## src/rtl/suit_pkg.sv

```systemverilog
// Shared types and constants for the suit classifier: suit codes, FSM states, score width.
package suit_pkg;

  localparam int SCORE_W   = 10;
  localparam int NUM_SUITS = 4;

  typedef enum logic [1:0] {
    SPADE   = 2'd0,
    HEART   = 2'd1,
    DIAMOND = 2'd2,
    CLUB    = 2'd3
  } suit_t;

  typedef enum logic [1:0] {
    ST_COLLECT = 2'd0,
    ST_COMPARE = 2'd1,
    ST_EMIT    = 2'd2
  } state_t;

endpackage

```

## src/rtl/suit_classifier_if.sv

```systemverilog
// Scorer-to-classifier bundle: four per-suit scores with done pulses, and the decision outputs.
interface suit_classifier_if;
  import suit_pkg::*;

  logic [SCORE_W-1:0] spade_score;
  logic [SCORE_W-1:0] heart_score;
  logic [SCORE_W-1:0] diamond_score;
  logic [SCORE_W-1:0] club_score;
  logic [3:0]         score_valid;

  logic [1:0]         suit;
  logic               suit_valid;
  logic               suit_reject;
  logic [SCORE_W-1:0] best_score;
  logic [SCORE_W-1:0] margin;
  logic               busy;
  logic               overrun;

  modport master (
    output spade_score, heart_score, diamond_score, club_score, score_valid,
    input  suit, suit_valid, suit_reject, best_score, margin, busy, overrun
  );

  modport slave (
    input  spade_score, heart_score, diamond_score, club_score, score_valid,
    output suit, suit_valid, suit_reject, best_score, margin, busy, overrun
  );

endinterface

```

## src/rtl/score_rank_step.sv

```systemverilog
// One best/second-best update against a candidate score; strict less-than keeps the earlier index on ties.
module score_rank_step
  import suit_pkg::*;
(
  input  logic [SCORE_W-1:0] best_in,
  input  logic [SCORE_W-1:0] second_in,
  input  logic [1:0]         best_idx_in,
  input  logic [SCORE_W-1:0] cand,
  input  logic [1:0]         cand_idx,
  output logic [SCORE_W-1:0] best_out,
  output logic [SCORE_W-1:0] second_out,
  output logic [1:0]         best_idx_out
);

  always_comb begin
    best_out     = best_in;
    second_out   = second_in;
    best_idx_out = best_idx_in;
    if (cand < best_in) begin
      best_out     = cand;
      second_out   = best_in;
      best_idx_out = cand_idx;
    end else if (cand < second_in) begin
      second_out   = cand;
    end
  end

endmodule

```

## src/rtl/suit_classifier.sv

```systemverilog
// Collects four per-suit mismatch scores, ranks them over four compare cycles and emits one suit decision.
// Optional collection timeout is enabled by defining SUIT_TIMEOUT_EN.
module suit_classifier
  import suit_pkg::*;
#(
  parameter int REJECT_THRESH = 300,
  parameter int MIN_MARGIN    = 40
`ifdef SUIT_TIMEOUT_EN
  ,
  parameter int TIMEOUT_CYC   = 4096
`endif
)
(
  input  logic               clk,
  input  logic               rst_n,
  suit_classifier_if.slave   bus
);

  localparam logic [SCORE_W-1:0] REJ_T    = SCORE_W'(REJECT_THRESH);
  localparam logic [SCORE_W-1:0] MARGIN_T = SCORE_W'(MIN_MARGIN);

  state_t             state_reg;
  logic [3:0]         got_reg;
  logic [3:0]         got_next;
  logic               all_in;
  logic               tmo_fire;
  logic               timed_out_reg;
  logic [1:0]         cmp_idx_reg;
  logic [SCORE_W-1:0] score_reg [NUM_SUITS];
  logic [SCORE_W-1:0] in_score  [NUM_SUITS];

  logic [SCORE_W-1:0] best_reg;
  logic [SCORE_W-1:0] second_reg;
  logic [1:0]         best_idx_reg;

  logic [SCORE_W-1:0] step_best_in;
  logic [SCORE_W-1:0] step_second_in;
  logic [1:0]         step_idx_in;
  logic [SCORE_W-1:0] step_best;
  logic [SCORE_W-1:0] step_second;
  logic [1:0]         step_idx;

  logic [1:0]         suit_reg;
  logic               suit_valid_reg;
  logic               suit_reject_reg;
  logic [SCORE_W-1:0] best_score_reg;
  logic [SCORE_W-1:0] margin_reg;
  logic               busy_reg;
  logic               overrun_reg;
  logic [SCORE_W-1:0] margin_calc;

  assign in_score[SPADE]   = bus.spade_score;
  assign in_score[HEART]   = bus.heart_score;
  assign in_score[DIAMOND] = bus.diamond_score;
  assign in_score[CLUB]    = bus.club_score;

  assign got_next    = got_reg | bus.score_valid;
  assign all_in      = &got_next;
  assign margin_calc = second_reg - best_reg;

`ifdef SUIT_TIMEOUT_EN
  localparam int                 TMO_W   = $clog2(TIMEOUT_CYC + 1);
  localparam logic [TMO_W-1:0]   TMO_MAX = TMO_W'(TIMEOUT_CYC);

  logic             tmo_run_reg;
  logic [TMO_W-1:0] tmo_cnt_reg;

  assign tmo_fire = (state_reg == ST_COLLECT) && tmo_run_reg &&
                    (tmo_cnt_reg == TMO_MAX) && !all_in;

  // Counter arms on the first pulse of a collection and is cleared whenever COLLECT is left.
  always_ff @(posedge clk or negedge rst_n) begin
    if (!rst_n) begin
      tmo_run_reg <= 1'b0;
      tmo_cnt_reg <= '0;
    end else if (state_reg != ST_COLLECT || all_in || tmo_fire) begin
      tmo_run_reg <= 1'b0;
      tmo_cnt_reg <= '0;
    end else if (tmo_run_reg) begin
      tmo_cnt_reg <= tmo_cnt_reg + 1'b1;
    end else if (|bus.score_valid) begin
      tmo_run_reg <= 1'b1;
      tmo_cnt_reg <= TMO_W'(1);
    end
  end
`else
  assign tmo_fire = 1'b0;
`endif

  // Index 0 starts from an all-ones best/second so every real score is ranked against a clean slate.
  assign step_best_in   = (cmp_idx_reg == 2'd0) ? '1    : best_reg;
  assign step_second_in = (cmp_idx_reg == 2'd0) ? '1    : second_reg;
  assign step_idx_in    = (cmp_idx_reg == 2'd0) ? 2'd0  : best_idx_reg;

  score_rank_step u_rank (
    .best_in      (step_best_in),
    .second_in    (step_second_in),
    .best_idx_in  (step_idx_in),
    .cand         (score_reg[cmp_idx_reg]),
    .cand_idx     (cmp_idx_reg),
    .best_out     (step_best),
    .second_out   (step_second),
    .best_idx_out (step_idx)
  );

  always_ff @(posedge clk or negedge rst_n) begin
    if (!rst_n) begin
      state_reg       <= ST_COLLECT;
      got_reg         <= '0;
      timed_out_reg   <= 1'b0;
      cmp_idx_reg     <= '0;
      best_reg        <= '0;
      second_reg      <= '0;
      best_idx_reg    <= '0;
      suit_reg        <= '0;
      suit_valid_reg  <= 1'b0;
      suit_reject_reg <= 1'b0;
      best_score_reg  <= '0;
      margin_reg      <= '0;
      busy_reg        <= 1'b0;
      overrun_reg     <= 1'b0;
      for (int i = 0; i < NUM_SUITS; i++) begin
        score_reg[i] <= '0;
      end
    end else begin
      suit_valid_reg <= 1'b0;
      if (state_reg != ST_COLLECT && |bus.score_valid) begin
        overrun_reg <= 1'b1;
      end

      case (state_reg)
        ST_COLLECT: begin
          // Missing suits are forced to all-ones on timeout so they can never win.
          for (int i = 0; i < NUM_SUITS; i++) begin
            if (bus.score_valid[i]) begin
              score_reg[i] <= in_score[i];
            end else if (tmo_fire && !got_reg[i]) begin
              score_reg[i] <= '1;
            end
          end
          got_reg <= got_next;
          if (all_in || tmo_fire) begin
            state_reg     <= ST_COMPARE;
            timed_out_reg <= tmo_fire;
            cmp_idx_reg   <= 2'd0;
            busy_reg      <= 1'b1;
          end
        end

        ST_COMPARE: begin
          best_reg     <= step_best;
          second_reg   <= step_second;
          best_idx_reg <= step_idx;
          cmp_idx_reg  <= cmp_idx_reg + 2'd1;
          if (cmp_idx_reg == 2'd3) begin
            state_reg <= ST_EMIT;
          end
        end

        ST_EMIT: begin
          suit_reg        <= best_idx_reg;
          best_score_reg  <= best_reg;
          margin_reg      <= margin_calc;
          suit_reject_reg <= (best_reg > REJ_T) || (margin_calc < MARGIN_T) || timed_out_reg;
          suit_valid_reg  <= 1'b1;
          got_reg         <= '0;
          timed_out_reg   <= 1'b0;
          busy_reg        <= 1'b0;
          state_reg       <= ST_COLLECT;
        end

        default: begin
          state_reg <= ST_COLLECT;
          got_reg   <= '0;
          busy_reg  <= 1'b0;
        end
      endcase
    end
  end

  assign bus.suit        = suit_reg;
  assign bus.suit_valid  = suit_valid_reg;
  assign bus.suit_reject = suit_reject_reg;
  assign bus.best_score  = best_score_reg;
  assign bus.margin      = margin_reg;
  assign bus.busy        = busy_reg;
  assign bus.overrun     = overrun_reg;

endmodule

```

## src/flat_wrapper.sv

```systemverilog
// flat-port wrapper written by rule: the top's interface ports become plain ports
module suit_classifier_flat import suit_pkg::*;
#(
  parameter int REJECT_THRESH = 300,
  parameter int MIN_MARGIN    = 40

)
  (clk, rst_n, bus_spade_score, bus_heart_score, bus_diamond_score, bus_club_score, bus_score_valid, bus_suit, bus_suit_valid, bus_suit_reject, bus_best_score, bus_margin, bus_busy, bus_overrun);
  suit_classifier_if bus_i ();
  input  logic clk;
  input  logic rst_n;
  input wire logic [$bits(bus_i.spade_score)-1:0] bus_spade_score;
  input wire logic [$bits(bus_i.heart_score)-1:0] bus_heart_score;
  input wire logic [$bits(bus_i.diamond_score)-1:0] bus_diamond_score;
  input wire logic [$bits(bus_i.club_score)-1:0] bus_club_score;
  input wire logic [$bits(bus_i.score_valid)-1:0] bus_score_valid;
  output wire logic [$bits(bus_i.suit)-1:0] bus_suit;
  output wire logic [$bits(bus_i.suit_valid)-1:0] bus_suit_valid;
  output wire logic [$bits(bus_i.suit_reject)-1:0] bus_suit_reject;
  output wire logic [$bits(bus_i.best_score)-1:0] bus_best_score;
  output wire logic [$bits(bus_i.margin)-1:0] bus_margin;
  output wire logic [$bits(bus_i.busy)-1:0] bus_busy;
  output wire logic [$bits(bus_i.overrun)-1:0] bus_overrun;
  assign bus_i.spade_score = bus_spade_score;
  assign bus_i.heart_score = bus_heart_score;
  assign bus_i.diamond_score = bus_diamond_score;
  assign bus_i.club_score = bus_club_score;
  assign bus_i.score_valid = bus_score_valid;
  assign bus_suit = bus_i.suit;
  assign bus_suit_valid = bus_i.suit_valid;
  assign bus_suit_reject = bus_i.suit_reject;
  assign bus_best_score = bus_i.best_score;
  assign bus_margin = bus_i.margin;
  assign bus_busy = bus_i.busy;
  assign bus_overrun = bus_i.overrun;
  suit_classifier #(.REJECT_THRESH(REJECT_THRESH), .MIN_MARGIN(MIN_MARGIN)) u_core (.clk(clk), .rst_n(rst_n), .bus(bus_i));
endmodule
```

## config.mk

```make
export PLATFORM = sky130hd
export DESIGN_NAME = suit_classifier_flat
export DESIGN_NICKNAME = d
export VERILOG_FILES = /design/src/rtl/suit_pkg.sv /design/src/rtl/suit_classifier_if.sv /design/src/rtl/score_rank_step.sv /design/src/rtl/suit_classifier.sv /design/src/flat_wrapper.sv
export SDC_FILE = /design/constraint.sdc
export NUM_CORES = 1
export LEC_CHECK = 0
export ABC_AREA = 0
export ABC_CLOCK_PERIOD_IN_PS = 4150
export CAP_MARGIN = 20
export CORE_MARGIN = 3
export CORE_UTILIZATION = 43
export CTS_CLUSTER_DIAMETER = 40
export DETAILED_ROUTE_END_ITERATION = 16
export GPL_TIMING_DRIVEN = 0
export HOLD_SLACK_MARGIN = 0.08
export MAX_ROUTING_LAYER = met4
export REMOVE_ABC_BUFFERS = 1
export SYNTH_ARGS = -nofsm -noshare
export SYNTH_HDL_FRONTEND = slang
export SYNTH_HIERARCHICAL = 1
export SYNTH_SLANG_ARGS = --single-unit
export TNS_END_PERCENT = 50
```

## constraint.sdc

```tcl
create_clock -name clk -period 4.15 [get_ports clk]
set_input_delay 1.0375 -clock clk [delete_from_list [all_inputs] [get_ports clk]]
set_output_delay 1.0375 -clock clk [all_outputs]
set_load 0.01 [all_outputs]
```

==> impl_results.md <==
* Result of the run: complete, no violations
* Clock buffer count from CTS at 9
* Gr usage total at 0.180
* Largest cells by area after synthesis: sky130_fd_sc_hd__dfrtp_1, sky130_fd_sc_hd__mux2_2, sky130_fd_sc_hd__ha_1, sky130_fd_sc_hd__mux4_2, sky130_fd_sc_hd__nand2_1
* Max reg flops at 40
* Type of element capturing the critical path: flop
* Distinct cells, synth at 50
* Predominant post-synthesis flop cell: sky130_fd_sc_hd__dfrtp_1
* Row cnt at 40
* Worst-Margin Slew at around 0.73 ns
* Yosys top cell area share at 0.449
* Placed Area at 0.00624 mm²
* Buffers on Ports at 71
* Number of enable flip-flop cells after synthesis at 0
* Number of cells on the worst reg-to-reg path at 12
* Clock Path Buffers at 2
* Wire length of the first global-routing pass at 19,600 µm
* Worst-case clock skew at 0.00733 ns
* Maximum fanout along the worst path at 22
* DRT Wirelength at 11,900 µm
* Cell at the root of the clock tree: sky130_fd_sc_hd__clkbuf_16
* Post-route design area at 0.00662 mm²
* Maximum frequency from static timing analysis at about 0.26 GHz
* Cell-by-cell listing of the critical path: inv_1, ha_1, or2_2, inv_1, ha_1, a21o_1, a21oi_1, o221ai_2, a21oi_4, buf_4, mux2_4, mux2_2
* Pin count of the biggest net entering global routing at 60
* Sequential area share after synthesis at 0.449
* Remaining routing DRC violations at 0
* # clock sinks at 96
* Required time of the critical path at ~4.4 ns
* Post-synthesis cell area at 0.00535 mm²
* Number of vias after detailed routing at 3,866
* Flip-flop and latch count after synthesis at 96
* Clock tree from TritonCTS: yes
* Height of the die at 118 µm
* Crit path max-delay family: compound AO/OA/AOI/OAI gates
* Tcrit/Tclk final at 0.914
* Wire length per cell after detailed routing at between 15 and 20 µm
* Clk_lat worst skew at 0.35 ns
* Instance count on the critical path at 12
* Gate Count Post-Synth at 488
* Floorplan Core Area at 0.0121 mm²
* N_diodes at 0
* Worst rel slew slack at 0.511
* Antenna Violating Nets Remaining at 0
* Time the worst path needs with I/O delays and setup at 3.79 ns
* Hold violation count in the final report at 0
* Top cells by count, synth: sky130_fd_sc_hd__dfrtp_1, sky130_fd_sc_hd__mux2_2, sky130_fd_sc_hd__nand2_1
* RSZ-0062 raised after global routing: false
* Number of design-rule violations left by the first detailed-router iteration at approximately 130
* Core utilization of the finished layout at 0.549
* Post-synthesis area per instance at between 10 and 15 µm²
* Cell accounting for the most synthesized area: sky130_fd_sc_hd__dfrtp_1
* Total Die Area at 0.0138 mm²
* Die Wd at 118 µm
* Non-filler cells, final at 726
* Total congestion overflow after global routing at 0
* Vias in the first global route at 3,867
* Max-capacitance violation count at 0
* Buf+Inv Stages, Crit Path at 3
* Worst Hold Path Cells at 2
* Layout area overhead at 23.8%
* Slowest stage cell on the critical path: sky130_fd_sc_hd__dfrtp_1
* Start-to-end type of the worst setup path: flop to flop
* Number of warnings reported in the yosys synthesis log at 6
* H-tree lvl count at 3
* Critical Path Start Type: flop
* Global placer's final weighted congestion at 0.880
* Initial standard-cell utilization of the core at 0.443
* Number of nets at the end of the flow at 629
* Number of pins exceeding their max-slew limit in the final report at 0
* Hold Crit Class: flop to flop
* Number of iterations in the first detailed-routing pass at 4
* HPWL after detailed placement at 8550 µm
* Fraction of synthesis flops using an asynchronous set or reset pin at 1.00
* Worst path max stage delay at ~0.74 ns
* Most frequently used cell type in the post-synthesis netlist: sky130_fd_sc_hd__dfrtp_1
* Share of final-layout standard cells stronger than drive strength 1 at 0.224
* Setup violation total in the final timing report at 0
* Initial antenna violation count at 0
* Number of vias per cell at 5.33
* Clock-pin slew on the worst setup and hold paths at 0.06 ns
* Worst path arrival time at 4.03 ns
* Number of top-level pins at 72
* # placed instances at 707
[final timing paths]
check                                                  start                                    to  slack [ns]
max in group asynchronous                              rst_n     u_core/cmp_idx_reg[0]$_DFFE_PN0P_        2.82
setup reg to reg           u_core/cmp_idx_reg[1]$_DFFE_PN0P_        u_core/best_reg[0]$_DFFE_PN0P_        0.36
hold / removal              u_core/bus.margin[1]$_DFFE_PN0P_      u_core/bus.margin[1]$_DFFE_PN0P_        0.47
min in group asynchronous                              rst_n  u_core/bus.best_score[1]$_DFFE_PN0P_        0.67
setup / recovery           u_core/cmp_idx_reg[1]$_DFFE_PN0P_        u_core/best_reg[0]$_DFFE_PN0P_        0.36
hold reg to reg             u_core/bus.margin[1]$_DFFE_PN0P_      u_core/bus.margin[1]$_DFFE_PN0P_        0.47
[worst min-delay path: cells and delay by family (launching register included)]
| family | cells | cell delay [ns] |
|---|---|---|
| flip-flops | 1 | 0.34 |
| AND/OR/NAND/NOR | 2 | 0.10 |
[routing by layer]
metal,track usage,wire length [µm]
met5,-,0
met3,0.0255,419
met2,0.285,5540
met4,0.0623,176
met1,0.239,5720
[per-stage QoR]
stage / hold WS, ns / worst slack (ns) / setup TNS [ns]
after floorplan: 0.449 / 0.478 / 0
after global placement: 0.457 / -1.61 / -156.96
after detailed placement: 0.462 / -0.410 / -3.58
after CTS: 0.478 / 0.0515 / 0
after global routing: 0.507 / 0.124 / 0
final: 0.471 / 0.356 / 0
[layout by cell type (no fill, tap or decap), types with 2 or more instances in the layout]
cell / n
sky130_fd_sc_hd__dfrtp_1: 95
sky130_fd_sc_hd__clkbuf_1: 2
sky130_fd_sc_hd__a21o_1: 11
sky130_fd_sc_hd__nor2b_1: 3
sky130_fd_sc_hd__nand2b_1: 4
sky130_fd_sc_hd__and2_1: 5
sky130_fd_sc_hd__bufinv_16: 3
sky130_fd_sc_hd__mux4_2: 10
sky130_fd_sc_hd__inv_1: 34
sky130_fd_sc_hd__o21ai_1: 12
sky130_fd_sc_hd__o21ai_0: 29
sky130_fd_sc_hd__mux2_1: 2
sky130_fd_sc_hd__nand3_1: 14
sky130_fd_sc_hd__buf_4: 3
sky130_fd_sc_hd__o221ai_2: 2
sky130_fd_sc_hd__mux2_4: 10
sky130_fd_sc_hd__o22ai_1: 2
sky130_fd_sc_hd__xnor2_1: 4
sky130_fd_sc_hd__o21bai_1: 3
sky130_fd_sc_hd__a21oi_1: 10
sky130_fd_sc_hd__or2_2: 20
sky130_fd_sc_hd__nand2_1: 49
sky130_fd_sc_hd__a31oi_1: 13
sky130_fd_sc_hd__a211oi_1: 11
sky130_fd_sc_hd__a211o_1: 2
sky130_fd_sc_hd__nor2_1: 9
sky130_fd_sc_hd__mux2_2: 55
sky130_fd_sc_hd__nor3_1: 2
sky130_fd_sc_hd__clkdlybuf4s50_1: 70
sky130_fd_sc_hd__xor2_1: 4
sky130_fd_sc_hd__clkbuf_16: 9
sky130_fd_sc_hd__ha_1: 29
sky130_fd_sc_hd__buf_16: 2
[area by class of cell]
cell class,count,area (µm²)
multi-input cells,335,2730
fillers,1099,5440
well taps,168,210
clock inverters,5,104
inverters,34,128
flip-flops and latches,96,2400
repair buffers,77,813
clock buffers,11,233
[logic make-up (layout without fill, tap and decap cells)]
group | after synthesis | after routing | share of synthesized area
and+or+nand+nor | 115 | 115 | 0.106
AOI/OAI and AO/OA | 105 | 105 | 0.128
DFF | 96 | 96 | 0.449
muxes | 77 | 77 | 0.190
buffers and inverters | 57 | 127 | 0.0421
adders and majority gates | 30 | 30 | 0.0716
xor gates and xnor gates | 8 | 8 | 0.0131
[repair_timing]
item,in CTS,in global routing
setup buffers,0,3
endpoints found under the setup margin,12,12
gates resized for setup,2,0
hold buffers,0,0
pin swaps,0,1
Power is left out: the tool's default activity adds up to more than one toggle a clock period on the data nets, which glitch-free logic cannot reach.
